`config.mk`:
```
export PLATFORM = sky130hd
export DESIGN_NAME = smpte_line_crc_insert
export DESIGN_NICKNAME = d
export VERILOG_FILES = /design/src/rtl/smpte_line_crc_insert.sv
export SDC_FILE = /design/constraint.sdc
export NUM_CORES = 1
export LEC_CHECK = 0
export CAP_MARGIN = 20
export CORE_MARGIN = 2
export CORE_UTILIZATION = 55
export DETAILED_ROUTE_END_ITERATION = 12
export PLACE_DENSITY = 0.92
export SYNTH_ARGS = -nofsm -noshare
export SYNTH_HDL_FRONTEND = slang
export SYNTH_SLANG_ARGS = --single-unit
```
`constraint.sdc`:
```
create_clock -name clk -period 2 [get_ports clk]
set_input_delay 0.3 -clock clk [delete_from_list [all_inputs] [get_ports clk]]
set_output_delay 0.3 -clock clk [all_outputs]
set_load 0.05 [all_outputs]
```
`src/rtl/smpte_line_crc_insert.sv`:
```
// HD-SDI line CRC generator/inserter: follows the TRS/line structure of a 20-bit Y/C stream, accumulates
// one 18-bit CRC per channel and writes it into the CR0/CR1 words that follow EAV+LN0+LN1.
module smpte_line_crc_insert #(
   parameter logic INSERT_EN = 1'b1
) (
   input  logic        clk,
   input  logic        rst,
   input  logic        din_valid,
   input  logic [9:0]  din_y,
   input  logic [9:0]  din_c,
   output logic        dout_valid,
   output logic [9:0]  dout_y,
   output logic [9:0]  dout_c,
   output logic [17:0] crc_y,
   output logic [17:0] crc_c,
   output logic        crc_stb,
   output logic        sync_err
);

   // Reflected form of x^18+x^5+x^4+1 for a right-shifting, LSB-first register.
   localparam logic [17:0] CRC_POLY = 18'h23000;

   typedef enum logic [2:0] {
      BLANK,
      ACTIVE,
      LN0,
      LN1,
      CR0,
      CR1
   } state_t;

   state_t      state_q;
   logic [17:0] accY_q;
   logic [17:0] accC_q;
   logic        lineOk_q;
   logic [9:0]  hist0_q;
   logic [9:0]  hist1_q;
   logic [9:0]  hist2_q;
   logic        doutValid_q;
   logic [9:0]  doutY_q;
   logic [9:0]  doutC_q;
   logic [17:0] crcY_q;
   logic [17:0] crcC_q;
   logic        crcStb_q;
   logic        syncErr_q;

   logic [17:0] accY_d;
   logic [17:0] accC_d;
   logic        trsDet;
   logic        isEav;
   logic        isSav;
   logic [9:0]  cr0Y;
   logic [9:0]  cr0C;
   logic [9:0]  cr1Y;
   logic [9:0]  cr1C;

   function automatic logic [17:0] crcStep(input logic [17:0] crc, input logic [9:0] d);
      logic [17:0] r;
      r = crc;
      for (int i = 0; i < 10; i++) begin
         if (r[0] ^ d[i]) r = (r >> 1) ^ CRC_POLY;
         else             r = r >> 1;
      end
      return r;
   endfunction

   always_comb begin
      accY_d = crcStep(accY_q, din_y);
      accC_d = crcStep(accC_q, din_c);
      trsDet = (hist2_q == 10'h3FF) && (hist1_q == 10'h000) && (hist0_q == 10'h000) && din_y[9];
      isEav  = trsDet && din_y[6];
      isSav  = trsDet && !din_y[6];
      // Bit 9 of each CR word is the inverse of bit 8 so the word can never alias a TRS code.
      cr0Y   = {~accY_q[8],  accY_q[8:0]};
      cr0C   = {~accC_q[8],  accC_q[8:0]};
      cr1Y   = {~accY_q[17], accY_q[17:9]};
      cr1C   = {~accC_q[17], accC_q[17:9]};
   end

   always_ff @(posedge clk) begin
      if (rst) begin
         state_q     <= BLANK;
         accY_q      <= '0;
         accC_q      <= '0;
         lineOk_q    <= 1'b0;
         hist0_q     <= '0;
         hist1_q     <= '0;
         hist2_q     <= '0;
         doutValid_q <= 1'b0;
         doutY_q     <= '0;
         doutC_q     <= '0;
         crcY_q      <= '0;
         crcC_q      <= '0;
         crcStb_q    <= 1'b0;
         syncErr_q   <= 1'b0;
      end else begin
         doutValid_q <= din_valid;
         crcStb_q    <= 1'b0;
         syncErr_q   <= 1'b0;
         if (din_valid) begin
            hist2_q <= hist1_q;
            hist1_q <= hist0_q;
            hist0_q <= din_y;
            doutY_q <= din_y;
            doutC_q <= din_c;
            case (state_q)
               BLANK: begin
                  if (isSav) begin
                     accY_q   <= '0;
                     accC_q   <= '0;
                     lineOk_q <= 1'b1;
                     state_q  <= ACTIVE;
                  end else if (isEav) begin
                     lineOk_q  <= 1'b0;
                     syncErr_q <= 1'b1;
                     state_q   <= LN0;
                  end
               end
               ACTIVE: begin
                  if (isSav) begin
                     accY_q    <= '0;
                     accC_q    <= '0;
                     syncErr_q <= 1'b1;
                  end else begin
                     accY_q <= accY_d;
                     accC_q <= accC_d;
                     if (isEav) state_q <= LN0;
                  end
               end
               LN0, LN1, CR0, CR1: begin
                  if (trsDet) begin
                     // A TRS inside the LN/CR trailer breaks the line; resync on it.
                     syncErr_q <= 1'b1;
                     accY_q    <= '0;
                     accC_q    <= '0;
                     lineOk_q  <= isSav;
                     state_q   <= isSav ? ACTIVE : LN0;
                  end else begin
                     case (state_q)
                        LN0, LN1: begin
                           if (lineOk_q) begin
                              accY_q <= accY_d;
                              accC_q <= accC_d;
                           end
                           state_q <= (state_q == LN0) ? LN1 : CR0;
                        end
                        CR0: begin
                           if (INSERT_EN && lineOk_q) begin
                              doutY_q <= cr0Y;
                              doutC_q <= cr0C;
                           end
                           state_q <= CR1;
                        end
                        default: begin
                           if (INSERT_EN && lineOk_q) begin
                              doutY_q <= cr1Y;
                              doutC_q <= cr1C;
                           end
                           if (lineOk_q) begin
                              crcY_q   <= accY_q;
                              crcC_q   <= accC_q;
                              crcStb_q <= 1'b1;
                           end
                           accY_q   <= '0;
                           accC_q   <= '0;
                           lineOk_q <= 1'b0;
                           state_q  <= BLANK;
                        end
                     endcase
                  end
               end
               default: state_q <= BLANK;
            endcase
         end
      end
   end

   assign dout_valid = doutValid_q;
   assign dout_y     = doutY_q;
   assign dout_c     = doutC_q;
   assign crc_y      = crcY_q;
   assign crc_c      = crcC_q;
   assign crc_stb    = crcStb_q;
   assign sync_err   = syncErr_q;

endmodule

```
==> flow_metrics.tcl <==
set metrics [dict create \
    status "complete, but fails checks" \
    violations "setup timing" \
    min_period_ps 2030 \
    cap_violations 0 \
    fin_nets 800 \
    multi_input_area_sq_um 3340 \
    ios 82 \
    cpPeakStageDelay_ps 420 \
    synth_compound_area_share_pct 18.4 \
    drc 0 \
    cp.arrival_ps 2320 \
    crit_path_end_kind "register" \
    worst_pin_slew_ps 573 \
    async_flop_share_pct 0 \
    antennaDiodeCount 0 \
    synth_top_area_share_pct 41.1 \
    leakage_uw 0.00323 \
    synthSimpleGateAreaFrac_pct 14.5 \
    ant_nets 0 \
    synthMuxAreaShare_pct 10.7 \
    postLayoutCellArea_sq_um 8270 \
    syn-num-nets 690 \
    cpMaxStageDelayCell "o41ai_1" \
    start_util_pct 55.8 \
    cts_root_buffer "clkbuf_16" \
    cts.clk_slew.worst_paths_ps 50 \
    syn2layout_area_growth_pct 31.4 \
    drt_iter0_markers 654 \
    post-route-period-util_pct 101 \
    fillCellCount 677 \
    insertion_delay_ps 440 \
    path_class "register to register" \
    powerDensity_nw_per_um2 775 \
    clockBufferDepth 2 \
    startpoint_type "register" \
    synth_top_family_by_area "compound AO/OA/AOI/OAI gates" \
    dpl_worst_slack_ps -228 \
    vias 5954 \
    final_util_pct 73.3 \
    ys_seq_area_share_pct 41.1 \
    drive_gt1_share_pct 16.5 \
    syn_area_sq_um 6290 \
    cts_buffers 17 \
    fmax_ghz 0.493 \
    grt-ovfl-total 0 \
    synth_warnings 0 \
    synth-adder-area-share_pct 0 \
    drt-total-wl_um 19400 \
    grt_max_degree 51 \
    hold_viol_final 0 \
    hpwl_um 11900 \
    grt_pass1_wl_um 28600 \
    avgSynthCellArea_sq_um 9.43 \
    cp.required_ps 2290 \
    skew_ps 9.29 \
    vdd_drop_max_v 0.000693 \
    placed_area_sq_um 7500 \
    finalSetupViolCount 1 \
    first_global_vias 5461 \
    rsz0062_at_grt "yes" \
    ys_ff_latch 129 \
    ys_types 51 \
    dieArea_sq_um 12300 \
    via_per_inst 6.38 \
    die_w_um 111 \
    path_delay_family "simple AND/OR/NAND/NOR gates" \
    cts_hold_buf 0 \
    die_h_um 111 \
    regArea_sq_um 2580 \
    setup_ws_ps -28.3 \
    cp_cell_sequence "nor4bb_2, nand4_1, buf_4, nor2_1, nor3_1, o41ai_1" \
    hold_path.class "primary input to register" \
    cts_sinks 129 \
    synth_xor_area_share_pct 8.49 \
    yosysTopAreaCell "dfxtp_1" \
    place.port_buffers 81 \
    firstDrtPassIters 10 \
    ys.flop_type "dfxtp_1" \
    track_usage_pct 29.1 \
    drv_slew 0 \
    cts.htree.levels 4 \
    synthCells 667 \
    path_buf_inv 1 \
    synthTopCellsByArea "dfxtp_1 41%, mux2i_1 11%, xnor2_1 6.7%" \
    fp.coreArea_sq_um 11300 \
    synth_edf_count 0 \
    cts_tree "built" \
    antenna_found_initial 0 \
    wl_per_cell_um 20.8 \
    core.rowCount 39 \
    path_max_fanout 4 \
    relSlewSlack_pct 61.8 \
    gp_congestion 0.925 \
]
==> placed cells by master (no fill, tap or decap), drive strengths merged, types with 3 or more instances in the layout <==
cell type	n
dfxtp	129
clkdlybuf4s50	79
nor2	75
mux2i	66
buf	65
o32ai	55
xnor2	48
inv	45
nand3	36
nand2	27
clkbuf	25
a21oi	23
a22o	19
a221oi	19
xor2	13
nor3	6
o21ai	6
nor4b	6
clkinv	5
nand4	4
nand2b	3
nor4bb	3
nor4	3
nor3b	3
==> final timing paths <==
kind | slack (ps) | cells past startpoint | endpoint | start
setup reg to reg | -30 | 6 | state_q[0] | hist2_q[2]
hold reg to reg | 490 | 2 | crc_y[12] | crc_y[12]
hold / removal | 250 | 3 | dout_y[9] | din_valid
setup / recovery | -30 | 6 | state_q[0] | hist2_q[2]
==> power breakdown <==
part	total, uW	internal (uW)	switching [uW]
Clock	3140	1990	1150
Combinational	597	248	349
Sequential	2670	2620	47.0
Total	6400	4860	1550
==> what timing repair did <==
| item | in CTS | in global routing |
|---|---|---|
| setup endpoints to repair | 12 | 35 |
| buffers inserted | 0 | 7 |
| cloned | 0 | 2 |
| gates resized for setup | 2 | 16 |
| pin swaps | 0 | 12 |
==> logic make-up (layout without fill, tap and decap cells) <==
| kind of cell | count (synthesis) | count (layout) |
|---|---|---|
| xor gates and xnor gates | 61 | 61 |
| muxes | 67 | 67 |
| buffers and inverters | 100 | 223 |
| DFF | 129 | 129 |
| AOI/OAI and AO/OA | 134 | 134 |
| and+or+nand+nor | 176 | 176 |
==> routing by layer <==
metal	part of all wire, %	vias to the layer above	global-route usage (%)
met1	39	2830	37.6
li1	-	2630	-
met5	0	-	0
met3	9.3	95	6.72
met2	48	399	47.2
met4	4.2	0	11.6
==> layout make-up <==
type | count | share of cell area, %
clock buffers | 23 | 6.02
clock inverters | 9 | 1.26
inverters | 45 | 2.04
multi-input cells | 438 | 40.3
flip-flops and latches | 129 | 31.3
well taps | 143 | 2.16
repair buffers | 146 | 16.9
==> metrics by stage <==
stage / hold WS, ps / cells / setup TNS [ps] / power, uW
2_1_floorplan: 447 / 667 / 0 / 3070
3_3_place_gp: 478 / 892 / -10600 / 3270
3_5_place_dp: 484 / 892 / -17440 / 3290
4_1_cts: 230 / 924 / 0 / 6400
5_1_grt: 293 / 933 / -333 / 6540
6_report: 253 / 933 / -28.3 / 6400
==> sequential cells by signal (all words and copies together), names as in the netlist <==
register / count
state_q: 3
sync_err: 1
crc_c: 18
hist1_q: 10
hist0_q: 10
accC_q: 18
crc_y: 18
dout_y: 10
accY_q: 18
dout_c: 10
hist2_q: 10
lineOk_q: 1
crc_stb: 1
dout_valid: 1
==> synth_stat cells (2+ instances only) <==
library cell and count:
a21oi_1 23, nor2_1 74, nand3_1 36, nor3_1 6, o32ai_2 10, nand2b_1 3
nand4_2 2, nand3b_1 2, a221oi_1 19, dfxtp_1 129, a211oi_1 2, mux2i_1 66
o21a_1 2, o32ai_1 45, o21ai_1 2, clkbuf_1 32, buf_4 5, and4b_1 2
nor4b_2 2, nand4_1 2, xnor2_1 48, inv_1 45, a22o_1 19, nor4bb_1 3
nor3b_1 2, buf_1 6, buf_2 8, nor4b_4 2, nor4b_1 2, nand2_1 27
xor2_1 13, o41ai_1 2, buf_6 4, nor4_1 2, o21ai_0 4
==> worst min-delay path: cells and delay by family <==
family | cells | cell delay [ps]
AO/OA/AOI/OAI | 1 | 50
buffers and inverters | 1 | 160
AND/OR/NAND/NOR | 1 | 120
Note: power is estimated with default switching activity, not from simulation.
